## src/rtl/vga_scan_out.sv

```systemverilog
// vga_scan_out
//   VGA raster timing generator and pixel scan-out. A free-running h/v
//   counter pair produces the raster; a WAIT_SOF/RUN state machine locks
//   the upstream pixel stream to the raster on the first pixel of a frame.
//   Loss of lock raises a sticky underflow flag. Lock is lost on a missing
//   pixel, or on an SOF that arrives at the wrong raster position. While
//   unlocked the block shows black and waits for the next SOF at (0,0).
//
//   Optional feature: define VGA_TEST_PAT_EN to add the test_pat input and
//   the 8-bar colour test pattern. Without it, the port and logic are absent.
//
// Ports
//   clk, reset       pixel clock, async active-high reset
//   pix_data         upstream pixel {R,G,B}
//   pix_sof          first pixel of frame
//   pix_valid        upstream pixel valid
//   pix_ready        pixel consumed this cycle when pix_valid is also high
//   clr_underflow    clears underflow (a set in the same cycle wins)
//   underflow        sticky lock-loss flag
//   frame_start      one-cycle pulse aligned with the outputs of pixel (0,0)
//   vga_r/g/b        registered colour, black outside the active region
//   vga_hs, vga_vs   registered syncs, active-low
//   vga_blank_n      registered, high in the active region
//   vga_sync_n       tied low
//   test_pat         (VGA_TEST_PAT_EN only) show colour bars, stall upstream
module vga_scan_out #(
   parameter int H_ACTIVE = 640,
   parameter int H_FP     = 16,
   parameter int H_SYNC   = 96,
   parameter int H_BP     = 48,
   parameter int V_ACTIVE = 480,
   parameter int V_FP     = 10,
   parameter int V_SYNC   = 2,
   parameter int V_BP     = 33
) (
   input  logic        clk,
   input  logic        reset,
   input  logic [23:0] pix_data,
   input  logic        pix_sof,
   input  logic        pix_valid,
   output logic        pix_ready,
   input  logic        clr_underflow,
`ifdef VGA_TEST_PAT_EN
   input  logic        test_pat,
`endif
   output logic        underflow,
   output logic        frame_start,
   output logic [7:0]  vga_r,
   output logic [7:0]  vga_g,
   output logic [7:0]  vga_b,
   output logic        vga_hs,
   output logic        vga_vs,
   output logic        vga_blank_n,
   output logic        vga_sync_n
);

   localparam int H_TOT = H_ACTIVE + H_FP + H_SYNC + H_BP;
   localparam int V_TOT = V_ACTIVE + V_FP + V_SYNC + V_BP;
   localparam int HW    = $clog2(H_TOT);
   localparam int VW    = $clog2(V_TOT);

   localparam logic [HW-1:0] H_LAST   = HW'(H_TOT - 1);
   localparam logic [HW-1:0] H_ACT    = HW'(H_ACTIVE);
   localparam logic [HW-1:0] HS_FIRST = HW'(H_ACTIVE + H_FP);
   localparam logic [HW-1:0] HS_LAST  = HW'(H_ACTIVE + H_FP + H_SYNC - 1);
   localparam logic [VW-1:0] V_LAST   = VW'(V_TOT - 1);
   localparam logic [VW-1:0] V_ACT    = VW'(V_ACTIVE);
   localparam logic [VW-1:0] VS_FIRST = VW'(V_ACTIVE + V_FP);
   localparam logic [VW-1:0] VS_LAST  = VW'(V_ACTIVE + V_FP + V_SYNC - 1);

   typedef struct packed {
      logic [7:0] r;
      logic [7:0] g;
      logic [7:0] b;
   } rgb_t;

   typedef enum logic {WAIT_SOF = 1'b0, RUN = 1'b1} state_t;

   logic [HW-1:0] h_cnt;
   logic [VW-1:0] v_cnt;
   state_t        state_q, state_d;
   logic          active, at_origin, misalign;
   logic          uf_set, ready_c, show;
   logic          tp_on;
   rgb_t          rgb_d, rgb_q;

   // ---------------- raster counters ----------------
   always_ff @(posedge clk or posedge reset) begin
      if (reset) begin
         h_cnt <= '0;
         v_cnt <= '0;
      end else if (h_cnt == H_LAST) begin
         h_cnt <= '0;
         v_cnt <= (v_cnt == V_LAST) ? '0 : v_cnt + 1'b1;
      end else begin
         h_cnt <= h_cnt + 1'b1;
      end
   end

   assign active    = (h_cnt < H_ACT) && (v_cnt < V_ACT);
   assign at_origin = (h_cnt == '0) && (v_cnt == '0);
   // An SOF anywhere but (0,0) means upstream and raster disagree.
   assign misalign  = pix_valid && pix_sof && !at_origin;

`ifdef VGA_TEST_PAT_EN
   // Eight equal bars across the active width; R/G/B are each a single
   // bit of the bar index (white, yellow, cyan, green, magenta, red, blue, black).
   localparam int BAR_W = H_ACTIVE / 8;
   logic [HW-1:0] bar_num;
   logic [2:0]    bar_idx;
   assign tp_on   = test_pat;
   assign bar_num = h_cnt / HW'(BAR_W);
   assign bar_idx = (bar_num > HW'(7)) ? 3'd7 : bar_num[2:0];
`else
   assign tp_on = 1'b0;
`endif

   // ---------------- FSM: state register ----------------
   always_ff @(posedge clk or posedge reset) begin
      if (reset) state_q <= WAIT_SOF;
      else       state_q <= state_d;
   end

   // ---------------- FSM: next state ----------------
   // Test pattern freezes the lock state and the flag.
   always_comb begin
      state_d = state_q;
      uf_set  = 1'b0;
      if (!tp_on) begin
         case (state_q)
            WAIT_SOF: if (pix_valid && pix_sof && at_origin) state_d = RUN;
            RUN: if (active && (!pix_valid || misalign)) begin
               state_d = WAIT_SOF;
               uf_set  = 1'b1;
            end
            default: state_d = WAIT_SOF;
         endcase
      end
   end

   // ---------------- FSM: outputs ----------------
   // WAIT_SOF drains non-SOF pixels so the next SOF reaches the head of
   // the stream, then holds that SOF until the raster is at (0,0).
   always_comb begin
      ready_c = 1'b0;
      show    = 1'b0;
      if (!tp_on) begin
         case (state_q)
            WAIT_SOF: begin
               ready_c = pix_valid && (!pix_sof || at_origin);
               show    = pix_valid && pix_sof && at_origin;
            end
            RUN: begin
               ready_c = active && !misalign;
               show    = active && pix_valid && !misalign;
            end
            default: ;
         endcase
      end
   end

   assign pix_ready = ready_c && !reset;

   always_ff @(posedge clk or posedge reset) begin
      if (reset)              underflow <= 1'b0;
      else if (uf_set)        underflow <= 1'b1;
      else if (clr_underflow && !tp_on) underflow <= 1'b0;
   end

   // ---------------- colour select ----------------
   always_comb begin
      rgb_d = '0;
      if (show) rgb_d = rgb_t'(pix_data);
`ifdef VGA_TEST_PAT_EN
      if (tp_on && active)
         rgb_d = rgb_t'({{8{~bar_idx[1]}}, {8{~bar_idx[2]}}, {8{~bar_idx[0]}}});
`endif
   end

   // ---------------- registered VGA outputs ----------------
   always_ff @(posedge clk or posedge reset) begin
      if (reset) begin
         rgb_q       <= '0;
         vga_hs      <= 1'b1;
         vga_vs      <= 1'b1;
         vga_blank_n <= 1'b0;
         frame_start <= 1'b0;
      end else begin
         rgb_q       <= rgb_d;
         vga_hs      <= !((h_cnt >= HS_FIRST) && (h_cnt <= HS_LAST));
         vga_vs      <= !((v_cnt >= VS_FIRST) && (v_cnt <= VS_LAST));
         vga_blank_n <= active;
         frame_start <= at_origin;
      end
   end

   assign vga_r      = rgb_q.r;
   assign vga_g      = rgb_q.g;
   assign vga_b      = rgb_q.b;
   assign vga_sync_n = 1'b0;

endmodule
```

## config.mk

```make
export PLATFORM = sky130hd
export DESIGN_NAME = vga_scan_out
export DESIGN_NICKNAME = d
export VERILOG_FILES = /design/src/rtl/vga_scan_out.sv
export SDC_FILE = /design/constraint.sdc
export NUM_CORES = 1
export LEC_CHECK = 0
export CORE_MARGIN = 5
export CORE_UTILIZATION = 48
export DETAILED_ROUTE_END_ITERATION = 16
export GPL_ROUTABILITY_DRIVEN = 0
export PLACE_DENSITY = 0.79
export SLEW_MARGIN = 20
export SYNTH_ARGS = -nofsm -noshare
export SYNTH_HDL_FRONTEND = slang
export SYNTH_SLANG_ARGS = --single-unit
```

## constraint.sdc

```tcl
create_clock -name clk -period 2.2 [get_ports clk]
set_input_delay 0.22 -clock clk [delete_from_list [all_inputs] [get_ports clk]]
set_output_delay 0.22 -clock clk [all_outputs]
set_load 0.005 [all_outputs]
```

Word level (Yosys, flattened, before mapping)
Index checks and enable logic that the tools add are counted.
Word-level totals
  register bits after elaboration: 50
  bits of input ports: 29
  output and inout port bits: 31
Cells by class
  add/subtract/negate cells: 2
  order comparisons: 6
  eq/ne operators: 2
  multiplexer cells: 12
  bitwise logic cells: 1
  reductions and logical operators: 25
Operators with widths (number)
  24-bit two-way mux: 1
  10-bit by 1-bit adder with 10-bit output (second input constant): 2
  10-bit equality test (second input constant): 2
  10-bit logical NOT: 2
  10-bit two-way mux: 2
  1-bit logical AND: 13
  10-bit greater-or-equal comparator (second input constant): 1
  10-bit by 9-bit greater-or-equal comparator with 1-bit output (second input constant): 1
  10-bit less-or-equal comparator (second input constant): 1
  10-bit by 9-bit less-or-equal comparator with 1-bit output (second input constant): 1
  10-bit < comparator (second input constant): 1
  10-bit by 9-bit < comparator with 1-bit output (second input constant): 1
  1-bit logical NOT: 7
  1-bit two-way mux: 6
  1-bit case mux with 2 select lines: 3
  1-bit logical OR: 2
  2-bit nonzero test: 1
  1-bit inverter: 1

Longest topological paths before layout
  depth in word-level cells: 9
  mapped depth: 7

Worst setup path before layout
No wires, ideal clock.
  kind: reg-to-output
  from: register h_cnt[0]
  to: output port pix_ready
  data arrival time: 1354 ps
  slack: 626 ps
  stages on the path, launching flop included: 7
  cell sequence: dfrtp_1 inv_1 ha_1 nor4b_4 nand4_2 a2bb2oi_4 a211oi_2
On the way
  word-level cells in the longest chain between the ends: 8
  elaborated cells on any way between the ends: 12
  classes of those cells: order compare (1); mux (1); reduce/logical (10)
Ends and longest elaborated chain
  start: declaration: RTL line 79  | logic [HW-1:0] h_cnt;
  start signal: assignment: RTL line 96  | h_cnt <= h_cnt + 1'b1;
  branches (longest 6 deep; another with 10-bit < comparator)
  1-bit case mux with 2 select lines *: RTL line 148  | case (state_q)
  1-bit logical AND *: RTL line 162  | assign pix_ready = ready_c && !reset;
  end: declaration: RTL line 41  | output logic pix_ready,
Mark *: on every way between the ends.

Worst setup path after layout
  from: register h_cnt[1]
  to: output port pix_ready
The elaborated chain is that of the path after synthesis.

==> results_dict.tcl <==
set metrics [dict create \
    critPathMaxFanout 4 \
    nFillCells 381 \
    finalCriticalPeriod_ns 2.06 \
    nNetsFinal 326 \
    cp-startpoint "h_cnt[1]$_DFF_PP0_" \
    critPathLaunchType "flip-flop" \
    syn_to_final_growth_pct 36.3 \
    root_buffer "clkbuf_8" \
    fp.coreArea_sq_um 4720 \
    setup_tns_ns 0 \
    cts.clk_slew.worst_paths_ns 0.09 \
    grt_pass1_wl_mm 8.60 \
    dieArea_sq_um 6330 \
    synth_area_leaders "dfrtp_1, nand2_1, nor2_2, nand3_1, dfstp_2" \
    cts_tree "done" \
    async_flop_share_pct 100 \
    cp_top_family "flip-flops" \
    multiInputGateArea_sq_um 957 \
    cpPeakStageDelay_ns 0.41 \
    critPathSlowestCell "dfrtp_1" \
    grt_usage_pct 17.5 \
    powerDensity_nw_per_um2 527 \
    synth_area_sq_um 2320 \
    die-width_microns 79.5 \
    cts_buffers 5 \
    gr-total-overflow 0 \
    setup_ws_ns 0.141 \
    fp-row-count 25 \
    clkLatencyLatePin_ns 0.30 \
    ys_seq_area_share_pct 54.0 \
    clockBufferDepth 2 \
    first_iter_violations 98 \
    pwr-share-clk_pct 35.1 \
    wl_per_cell_microns 13.7 \
    yosys_warnings 0 \
    die_y_microns 79.5 \
    p_sw_uw 365 \
    status "complete, no violations" \
    vias 1762 \
    pwr-share-comb_pct 8.9 \
    seqPwrFrac_pct 55.9 \
    ys_ff_latch 50 \
    critical_path.cell_chain "inv_1 > ha_1 > nor4b_4 > nand4_2 > a2bb2oi_4 > a211oi_2 > clkbuf_2" \
    cp.arrival_ns 1.84 \
    cts.sinks 50 \
    syn-mean-instance-area_sq_um 10.7 \
    drtPass1Iterations 5 \
    io_buffers 58 \
    yosysUniqueCellTypes 45 \
    rsz0062_at_grt "no" \
    dp_hpwl_mm 3.72 \
    viasPerCell 4.88 \
    drive_above_1_share_pct 22.1 \
    ant_nets 0 \
    ys.flop_type "dfrtp_1" \
    synth.most_common_cell "dfrtp_1" \
    place_ws_ns 0.0528 \
    synth_edf_count 0 \
    switching_share_pct 21.9 \
    cp.required_ns 1.98 \
    seq_area_sq_um 1250 \
    intPower_uw 1300 \
    slew_viol_final 0 \
    antenna_found_initial 0 \
    critical_path_class "reg2out" \
    grt_max_degree 28 \
    synth_nets 249 \
    diodes 0 \
    r2r-start "h_cnt[1]$_DFF_PP0_" \
    syn-instance-count 216 \
    drc_errors 0 \
    grt_pass1_vias 1783 \
    min_path_type "in2async" \
    irDropWorstVdd_uv 407 \
    drv_cap 0 \
    crit_buf_inv 2 \
    cts_hold_buf 0 \
    synth_common_cells "dfrtp_1, nand2_1, nor2_2" \
    critPathCaptureType "output port" \
    leakagePower_uw 0.00140 \
    h-tree-depth 2 \
    initial_utilization_pct 49.1 \
    yosysTopAreaCell "dfrtp_1" \
    drt_wl_total_mm 4.94 \
    period_share_pct 93.6 \
    hold_viol 0 \
    setup_viol 0 \
    finClkSkew_ns 0.0110 \
    max_freq_ghz 0.486 \
    num_io_pins 60 \
    synth_top_cell_area_share_pct 51.8 \
]
cells in the final DEF, fill, tap and decap left out, drive strengths merged, types with 2 or more instances in the layout:
master and count:
nor3 9, and3 6, buf 20, and4 3
o21ai 8, dfrtp 48, nor2b 2, nor2 29
nand4 4, clkbuf 8, nor4b 2, nor4 2
dfstp 2, mux2i 2, ha 4, xor2 5
nand3 12, nand2b 3, clkdlybuf4s50 57, xnor2 5
a21oi 4, nand2 38, inv 10
tightest hold or removal path, stage by stage:
cell and delay, ns:
clkdlybuf4s50_1 0.45, inv_2 0.07, buf_4 0.29
routing by layer:
| metal | vias to the layer above | track usage, % | wire length (microns) |
|---|---|---|---|
| li1 | 876 | - | - |
| met1 | 833 | 22.6 | 2060 |
| met2 | 43 | 28.3 | 2470 |
| met3 | 10 | 4.06 | 280 |
| met4 | 0 | 6.87 | 125 |
| met5 | - | 0 | 0 |
per-stage QoR:
| stage | total power, uW | hold slack (ns) | cell area (sq um) | util (%) | std cells |
|---|---|---|---|---|---|
| after floorplan | 1020 | 0.328 | 2320 | - | 216 |
| after global placement | 1100 | 0.477 | 3060 | 64.7 | 352 |
| after detailed placement | 1100 | 0.491 | 3060 | 64.7 | 352 |
| after CTS | 1690 | 0.337 | 3170 | 67.1 | 361 |
| after global routing | 1740 | 0.362 | 3160 | 67.0 | 361 |
| final | 1670 | 0.326 | 3160 | 67.0 | 361 |
state kept, by name, summed over array words and instances, names as in the netlist:
signal	cells
vga_blank_n	1
vga_r	8
v_cnt	10
vga_b	8
h_cnt	10
vga_vs	1
frame_start	1
state_q	1
vga_hs	1
vga_g	8
underflow	1
cells by family (layout without fill, tap and decap cells):
family,count (synthesis),after routing,synth area share (%)
adder cells (fa/ha/maj),4,4,2.16
other,1,1,0.162
XOR/XNOR,10,10,3.77
buffers and inverters,18,96,4.74
AND/OR/NAND/NOR,111,111,27.1
flip-flops,50,50,54.0
multiplexers,2,2,0.863
AO/OA/AOI/OAI,20,20,7.22
repair_timing:
| action | CTS | global route |
|---|---|---|
| endpoints found under the setup margin | 1 | 1 |
| pin swaps | 1 | 0 |
| buffers inserted | 1 | 0 |
| resized for setup | 2 | 1 |
area by class of cell:
class / instances / area share, %
Inverter: 10 / 1.19
Clock buffer: 7 / 3.05
Multi-Input combinational cell: 148 / 30.3
Timing Repair Buffer: 78 / 22.9
Clock inverter: 1 / 0.277
Tap cell: 67 / 2.65
Sequential cell: 50 / 39.6
power by group through the flow:
stage	logic, uW	registers [uW]	clock network, uW
finish	149	932	585
detailed placement	152	950	0
global route	165	934	646
floorplan	62.9	952	0
global placement	150	950	0
CTS	153	932	604
path summary, 6_finish.rpt:
path,depth (start not counted),slack [ns],end
worst max-delay path,7,0.14,pix_ready
worst min-delay path,3,0.33,vga_r[6]$_DFF_PP0_
worst max register to register,7,0.34,underflow$_DFFE_PP0P_
worst min register to register,1,0.51,underflow$_DFFE_PP0P_
max in group asynchronous,3,1.55,vga_hs$_DFF_PP1_
min in group clk,3,0.43,vga_b[1]$_DFF_PP0_
(Power assumes the default switching activity.)
